**src/rtl/otter_intc.sv**
```systemverilog
`default_nettype none
// ============================================================================
// Module   : otter_intc
// Desc     : Multi-source interrupt controller for the OTTER MCU. Define
//            OTTER_INTC_SYNC_EN to add a 2-flop synchronizer per source.
// Revision : 1.0 - initial release
// ============================================================================

module otter_intc #(
    parameter int NSRC = 8,
    parameter int CW   = $clog2(NSRC)
) (
    input  logic            clk,
    input  logic            RST_n,
    input  logic [NSRC-1:0] src,
    input  logic            mie,
    input  logic            mask_we,
    input  logic [NSRC-1:0] mask_wdata,
    input  logic            int_taken,
    input  logic            mret_exec,
    output logic            intr,
    output logic [CW-1:0]   cause,
    output logic [NSRC-1:0] pending,
    output logic [NSRC-1:0] mask,
    output logic            busy
);

    typedef enum logic [1:0] {
        ST_IDLE    = 2'd0,
        ST_REQ     = 2'd1,
        ST_SERVICE = 2'd2
    } state_t;

    state_t          r_state;
    state_t          w_state_nxt;
    logic [CW-1:0]   r_cause;
    logic [CW-1:0]   w_cause_nxt;
    logic [CW-1:0]   w_pick;
    logic [NSRC-1:0] r_sync;
    logic [NSRC-1:0] r_prev;
    logic [NSRC-1:0] r_pending;
    logic [NSRC-1:0] r_mask;
    logic [NSRC-1:0] w_edge;
    logic [NSRC-1:0] w_elig;
    logic [NSRC-1:0] w_clr;

`ifdef OTTER_INTC_SYNC_EN
    localparam int c_NSTG = 2;
    logic [NSRC-1:0] r_meta;

    always_ff @(posedge clk or negedge RST_n) begin
        if (!RST_n) begin
            r_meta <= '0;
            r_sync <= '0;
        end else begin
            r_meta <= src;
            r_sync <= r_meta;
        end
    end
`else
    localparam int c_NSTG = 1;

    always_ff @(posedge clk or negedge RST_n) begin
        if (!RST_n) begin
            r_sync <= '0;
        end else begin
            r_sync <= src;
        end
    end
`endif

    // Edges count only once r_prev holds a post-reset sample, so a line that
    // is already high when reset releases is treated as a level, not an edge.
    logic [c_NSTG:0] r_vld;

    always_ff @(posedge clk or negedge RST_n) begin
        if (!RST_n) begin
            r_prev <= '0;
            r_vld  <= '0;
        end else begin
            r_prev <= r_sync;
            r_vld  <= {r_vld[c_NSTG-1:0], 1'b1};
        end
    end

    assign w_edge = r_vld[c_NSTG] ? (r_sync & ~r_prev) : '0;
    assign w_elig = r_pending & r_mask;

    always_comb begin
        w_pick = '0;
        for (int i = NSRC - 1; i >= 0; i--) begin
            if (w_elig[i]) begin
                w_pick = CW'(i);
            end
        end
    end

    always_comb begin
        w_state_nxt = r_state;
        w_cause_nxt = r_cause;
        w_clr       = '0;
        case (r_state)
            ST_IDLE: begin
                if (mie && (|w_elig)) begin
                    w_state_nxt = ST_REQ;
                    w_cause_nxt = w_pick;
                end
            end
            ST_REQ: begin
                if (int_taken) begin
                    w_clr[r_cause] = 1'b1;
                    w_state_nxt    = ST_SERVICE;
                end else if (!mie || !w_elig[r_cause]) begin
                    w_state_nxt = ST_IDLE;
                end
            end
            ST_SERVICE: begin
                if (mret_exec) begin
                    w_state_nxt = ST_IDLE;
                end
            end
            default: begin
                w_state_nxt = ST_IDLE;
            end
        endcase
    end

    always_ff @(posedge clk or negedge RST_n) begin
        if (!RST_n) begin
            r_state   <= ST_IDLE;
            r_cause   <= '0;
            r_pending <= '0;
            r_mask    <= '1;
        end else begin
            r_state   <= w_state_nxt;
            r_cause   <= w_cause_nxt;
            // A new edge on a bit being cleared keeps it pending
            r_pending <= (r_pending & ~w_clr) | w_edge;
            if (mask_we) begin
                r_mask <= mask_wdata;
            end
        end
    end

    assign intr    = (r_state == ST_REQ);
    assign busy    = (r_state == ST_SERVICE);
    assign cause   = r_cause;
    assign pending = r_pending;
    assign mask    = r_mask;

endmodule

`default_nettype wire

```
**config.mk**
```make
export PLATFORM = sky130hd
export DESIGN_NAME = otter_intc
export DESIGN_NICKNAME = d
export VERILOG_FILES = /design/src/rtl/otter_intc.sv
export SDC_FILE = /design/constraint.sdc
export NUM_CORES = 1
export LEC_CHECK = 0
export BUFFER_PORTS_ARGS = -buffer_cell sky130_fd_sc_hd__buf_2
export CORE_MARGIN = 1
export CORE_UTILIZATION = 45
export CTS_CLUSTER_DIAMETER = 30
export DETAILED_ROUTE_END_ITERATION = 8
export PLACE_DENSITY = 0.76
export SETUP_SLACK_MARGIN = 0.1
export SLEW_MARGIN = 20
export SYNTH_ARGS = -nofsm -noshare
export SYNTH_HDL_FRONTEND = slang
export SYNTH_SLANG_ARGS = --single-unit
```
**constraint.sdc**
```tcl
create_clock -name clk -period 2.4 [get_ports clk]
set_input_delay 0 -clock clk [delete_from_list [all_inputs] [get_ports clk]]
set_output_delay 0 -clock clk [all_outputs]
set_load 0.05 [all_outputs]
```
# After elaboration in Yosys (flattened, before gate mapping)
# Index checks and enable logic that the tools add are counted.
# classes
addsub	0
multipliers	0
n_div	0
n_lt_le_gt_ge	2
n_eq_ne	5
shifts	0
n_mux	20
bitwise_logic	6
n_reduce_logical	9
# ops
operator	count
AND 8 bit	3
2-to-1 mux 3 bit	8
2-to-1 mux 8 bit	3
NOT 8 bit	2
2-to-1 mux 2 bit	4
OR 8 bit	1
OR reduction 8 bit	1
one-hot mux 2 bit (3 select lines)	1
< comparator 3 x 4 -> 1 bit (second input constant)	1
!= test 2 bit (second input constant)	2
binary-select mux 1 bit (select 3 bit)	1
demux 1 bit (select 3 bit)	1
greater-or-equal comparator 3 x 1 -> 1 bit (second input constant)	1
!= test 3 x 2 -> 1 bit (second input constant)	1
AND reduction 3 bit	1
== test 2 x 1 -> 1 bit (second input constant)	1
== test 2 bit (second input constant)	1
logical AND 1 bit	2
logical NOT 1 bit	2
logical NOT 2 bit	1
2-to-1 mux 1 bit	2
AND reduction 2 bit	1
logical OR 1 bit	1
# totals
reg_bits	39
latchBits	0
mem_bits_rw	0
mem_bits_ro	0
input_bits	22
out_inout_bits	21
elab_cells	49
n_memories	0

# Depth between registers and ports, before layout
# logic_depth
word_depth	9
depth_mapped	5
mapped_depth_nobuf	4

# Worst setup path after synthesis
# Ideal clock, no wire load.
# synth_path
path_kind	reg-to-reg
from	register r_pending[5], in the netlist pending[5]
to	register r_cause[0], in the netlist cause[0]
setup_ns	0.125
arrival_time_ns	1.429
required_ns	2.275
path_slack_ns	0.846
path_stages_with_launch	5
path_buffers	0
period_less_slack_ns	1.554
cell_sequence	dfrtp_1 -> a22oi_1 -> nand3_1 -> o21ai_2 -> mux2_2
# synth_via
elab_chain_cells	7
elab_cells_between_ends	10
cone_classes	mux: 6; bitwise: 1; reduce/logical: 3
# synth_lines
item	line	text
from (decl)	41	logic [NSRC-1:0] r_pending;
from (signal assigned)	138	r_pending <= (r_pending & ~w_clr) | w_edge;
AND 8 bit *	87	assign w_elig = r_pending & r_mask;
2-to-1 mux 3 bit (6 in a row)	92	if (w_elig[i]) begin
to (signal assigned)	136	r_cause <= w_cause_nxt;
to (decl)	36	logic [CW-1:0] r_cause;
# Every way passes the cells marked *; elsewhere a longest branch is shown, timed or not.
# A chain may end at the register's enable or synchronous reset.

# Worst setup path after layout
# layout_path
from	register r_pending[3], in the netlist pending[3]
to	register r_cause[0], in the netlist cause[0]
# layout_via
elab_chain_cells	5
elab_cells_between_ends	8
cone_classes	mux: 4; bitwise: 1; reduce/logical: 3
# layout_lines
item	line
AND 8 bit *	87
2-to-1 mux 3 bit (4 in a row)	92
# Marks and branches as above.

==> reports/qor.txt <==
Initial antenna violation count: 0
Comb power frac: 0.398
Status: finished clean
Cell internal pwr: 1.29 mW
Setup TNS: 0 ns
CTS tree: yes
Register area share after synthesis: 0.643
DR DRC count: 0
Clk Latency, worst-skew pair: 0.33 ns
Post-Synthesis Cell Area: 1530 sq um
Final setup skew: 0.00571 ns
R2R Setup Slk: 0.92 ns
CTS H-tree depth: 2
Total global-route track usage: 0.206
Critical path launch point: pending[3]$_DFF_PN0_
Post-synthesis async set-or-reset flop share: 1.00
Sequential Power Share: 0.423
Max-cap violations: 0
Detailed Route Iter0 Violations: 66
Largest area contributor in the netlist: dfrtp_1
Power Density: 1140 nW/um^2
CTS root buf: clkbuf_4
Final ANT Viol Nets: 0
Yosys warns: 0
DRT Pass-1 Iters: 4
Die Span Y: 60.4 microns
WL/cell: 14.7 microns
Via count: 1238
EDFF count, synth: 0
Core area: 3150 sq um
DP HPWL: 2.37 mm
Hold Slack: 0.0369 ns
Grt ovf: 0
Vias/cell: 5.29
Slew margin rel.: 0.443
GP Congestion: 1.04
# IOs: 43
Final Hold Violating Endpoints: 0
Worst setup path end: cause[0]$_DFFE_PN0P_
Commonest non-fill, non-tap cell in the layout: buf_2
Final Setup Violations: 0
DP Area: 1780 sq um
Synth top area share: 0.506
Register-to-Register Path Depth: 4
Post-Syn Nets: 147
# nets final: 211
Crit path launch type: register
Crit Reg-Reg Startpoint: pending[3]$_DFF_PN0_
Fraction of layout cells with a size suffix above 1: 0.358
Net Sw Power: 1.04 mW
Worst-margin pin slew: 0.835 ns
Starting Density: 0.486
FF-to-FF End: cause[0]$_DFFE_PN0P_
Pre-CTS WS: 0.952 ns
Routed WL: 3.44 mm
Chip Width: 60.4 microns
Post-cts gate resize count: 0
Final Worst Setup Slack: 0.923 ns
Max Buffers Root-to-Sink: 2
Largest net degree at the start of global routing: 40
Critical Path End Type: register
Syn Inst Count: 125
Clock power frac: 0.178
Post-synth top flop: dfrtp_1
#FFs+latches synth: 39
First-pass GRT wire length: 5.36 mm
IO Port Bufs: 42
Final period util: 0.616
Avg Cell Area, Syn: 12.3 sq um
Required time of the worst setup path: 2.62 ns
Fin crit period: 1.48 ns
Vias in the first global route: 1231
Worst-path maximum fanout: 5
Std cell rows: 20
Slew Viols, Final: 0
Hold Crit Class: in -> reg
Layout area overhead: 33.4%
Design Area, Final: 2040 sq um
# diodes: 0
Die area: 3640 sq um
CTS clk-pin slew, worst paths: 0.11 ns
CTS Sinks: 39
Fillers: 253
Commonest non-fill, non-tap cells in the layout: buf_2 (42), dfrtp_1 (31), nand2_1 (19), dlygate4sd3_1 (19), o21ai_0 (11)
Max Freq: 677 MHz
Synth cell types: 28
LEAKAGE: 0.891 nW
Hold_sp: int_taken
Number of buffers created by CTS: 5
RSZ-0062 raised after global routing: false
Worst VDD drop: 0.528 mV
Crit path DAT: 1.70 ns
Worst setup path category: reg -> reg
Synth top area cells: dfrtp_1 (51%), dfstp_2 (14%), mux2_2 (6.6%)
Sw Ratio: 0.448
==> cell families (layout without fill, tap and decap cells) <==
kind of cell	count (synthesis)	in the layout	synth area share
flops	39	39	0.643
compound gates	28	28	0.118
simple gates	43	43	0.156
mux	9	9	0.0661
buf+inv	5	70	0.0147
other cells	1	1	0.00245
==> cells in the mapped netlist (2+ instances only) <==
master / instances
nand2_1: 19
a32oi_1: 2
a22oi_1: 4
dfrtp_1: 31
mux2_2: 9
o21ai_0: 11
nand2b_1: 3
o31ai_1: 2
buf_2: 3
nand3b_1: 8
a21oi_1: 4
nand3_1: 6
dfstp_2: 8
==> power by group through the flow <==
stage                     clock network [mW]  logic, mW  registers [mW]
final                                  0.415      0.928           0.986
after detailed placement                   0      0.885           0.983
after floorplan                            0      0.372            1.25
after global routing                   0.466      0.986            1.00
after global placement                     0      0.867           0.968
after CTS                              0.431      0.922           0.974
==> area by class of cell <==
cell class                      count  area [sq um]  area share
Clock buffer                        7          45.0      0.0220
Sequential cell                    39           986       0.482
Clock inverter                      1          30.0      0.0147
Tap cell                           44          55.1      0.0269
Multi-Input combinational cell     81           524       0.256
Inverter                            1          3.75     0.00184
Timing Repair Buffer               61           400       0.196
==> registers in the layout, indices dropped and copies added (netlist names) <==
name / cells
r_state: 2
pending: 8
mask: 8
r_sync: 8
r_prev: 8
r_vld: 2
cause: 3
==> worst min path at each step <==
stage,endpoint,slack (ns),cells after the start
finish,r_state[0]$_DFFE_PN0P_,0.04,4
global placement,r_sync[5]$_DFF_PN0_,0.11,1
CTS,r_state[0]$_DFFE_PN0P_,0.005,4
floorplan,cause[0]$_DFFE_PN0P_,-0.30,0
global route,r_state[0]$_DFFE_PN0P_,0.01,4
detailed placement,r_sync[3]$_DFF_PN0_,0.11,1
==> stage by stage <==
step | total power [mW] | std cells | util
6_report | 2.33 | 234 | 0.648
5_1_grt | 2.46 | 234 | 0.648
4_1_cts | 2.33 | 234 | 0.648
3_5_place_dp | 1.87 | 207 | 0.564
3_3_place_gp | 1.83 | 207 | 0.564
2_1_floorplan | 1.63 | 125 | -
==> metal layers <==
metal | GRT usage | up-vias | share of wire
met5 | 0 | - | 0
met4 | 0.126 | 0 | 0.020
met3 | 0.0490 | 12 | 0.080
met2 | 0.344 | 76 | 0.50
met1 | 0.240 | 578 | 0.40
li1 | - | 572 | -
==> worst max-delay path, cell delays in order (launching register included) <==
cell and delay, ns:
dfrtp_1 0.44, a22oi_1 0.28, nand2_1 0.13, o21ai_2 0.17, mux2_2 0.35
==> repair_timing <==
| action | 4_1_cts | 5_1_grt |
|---|---|---|
| buffers inserted | 0 | 0 |
| hold endpoints to repair | 48 | 0 |
| hold buffers | 19 | 0 |
No activity file was read; power rests on OpenSTA's default activity.
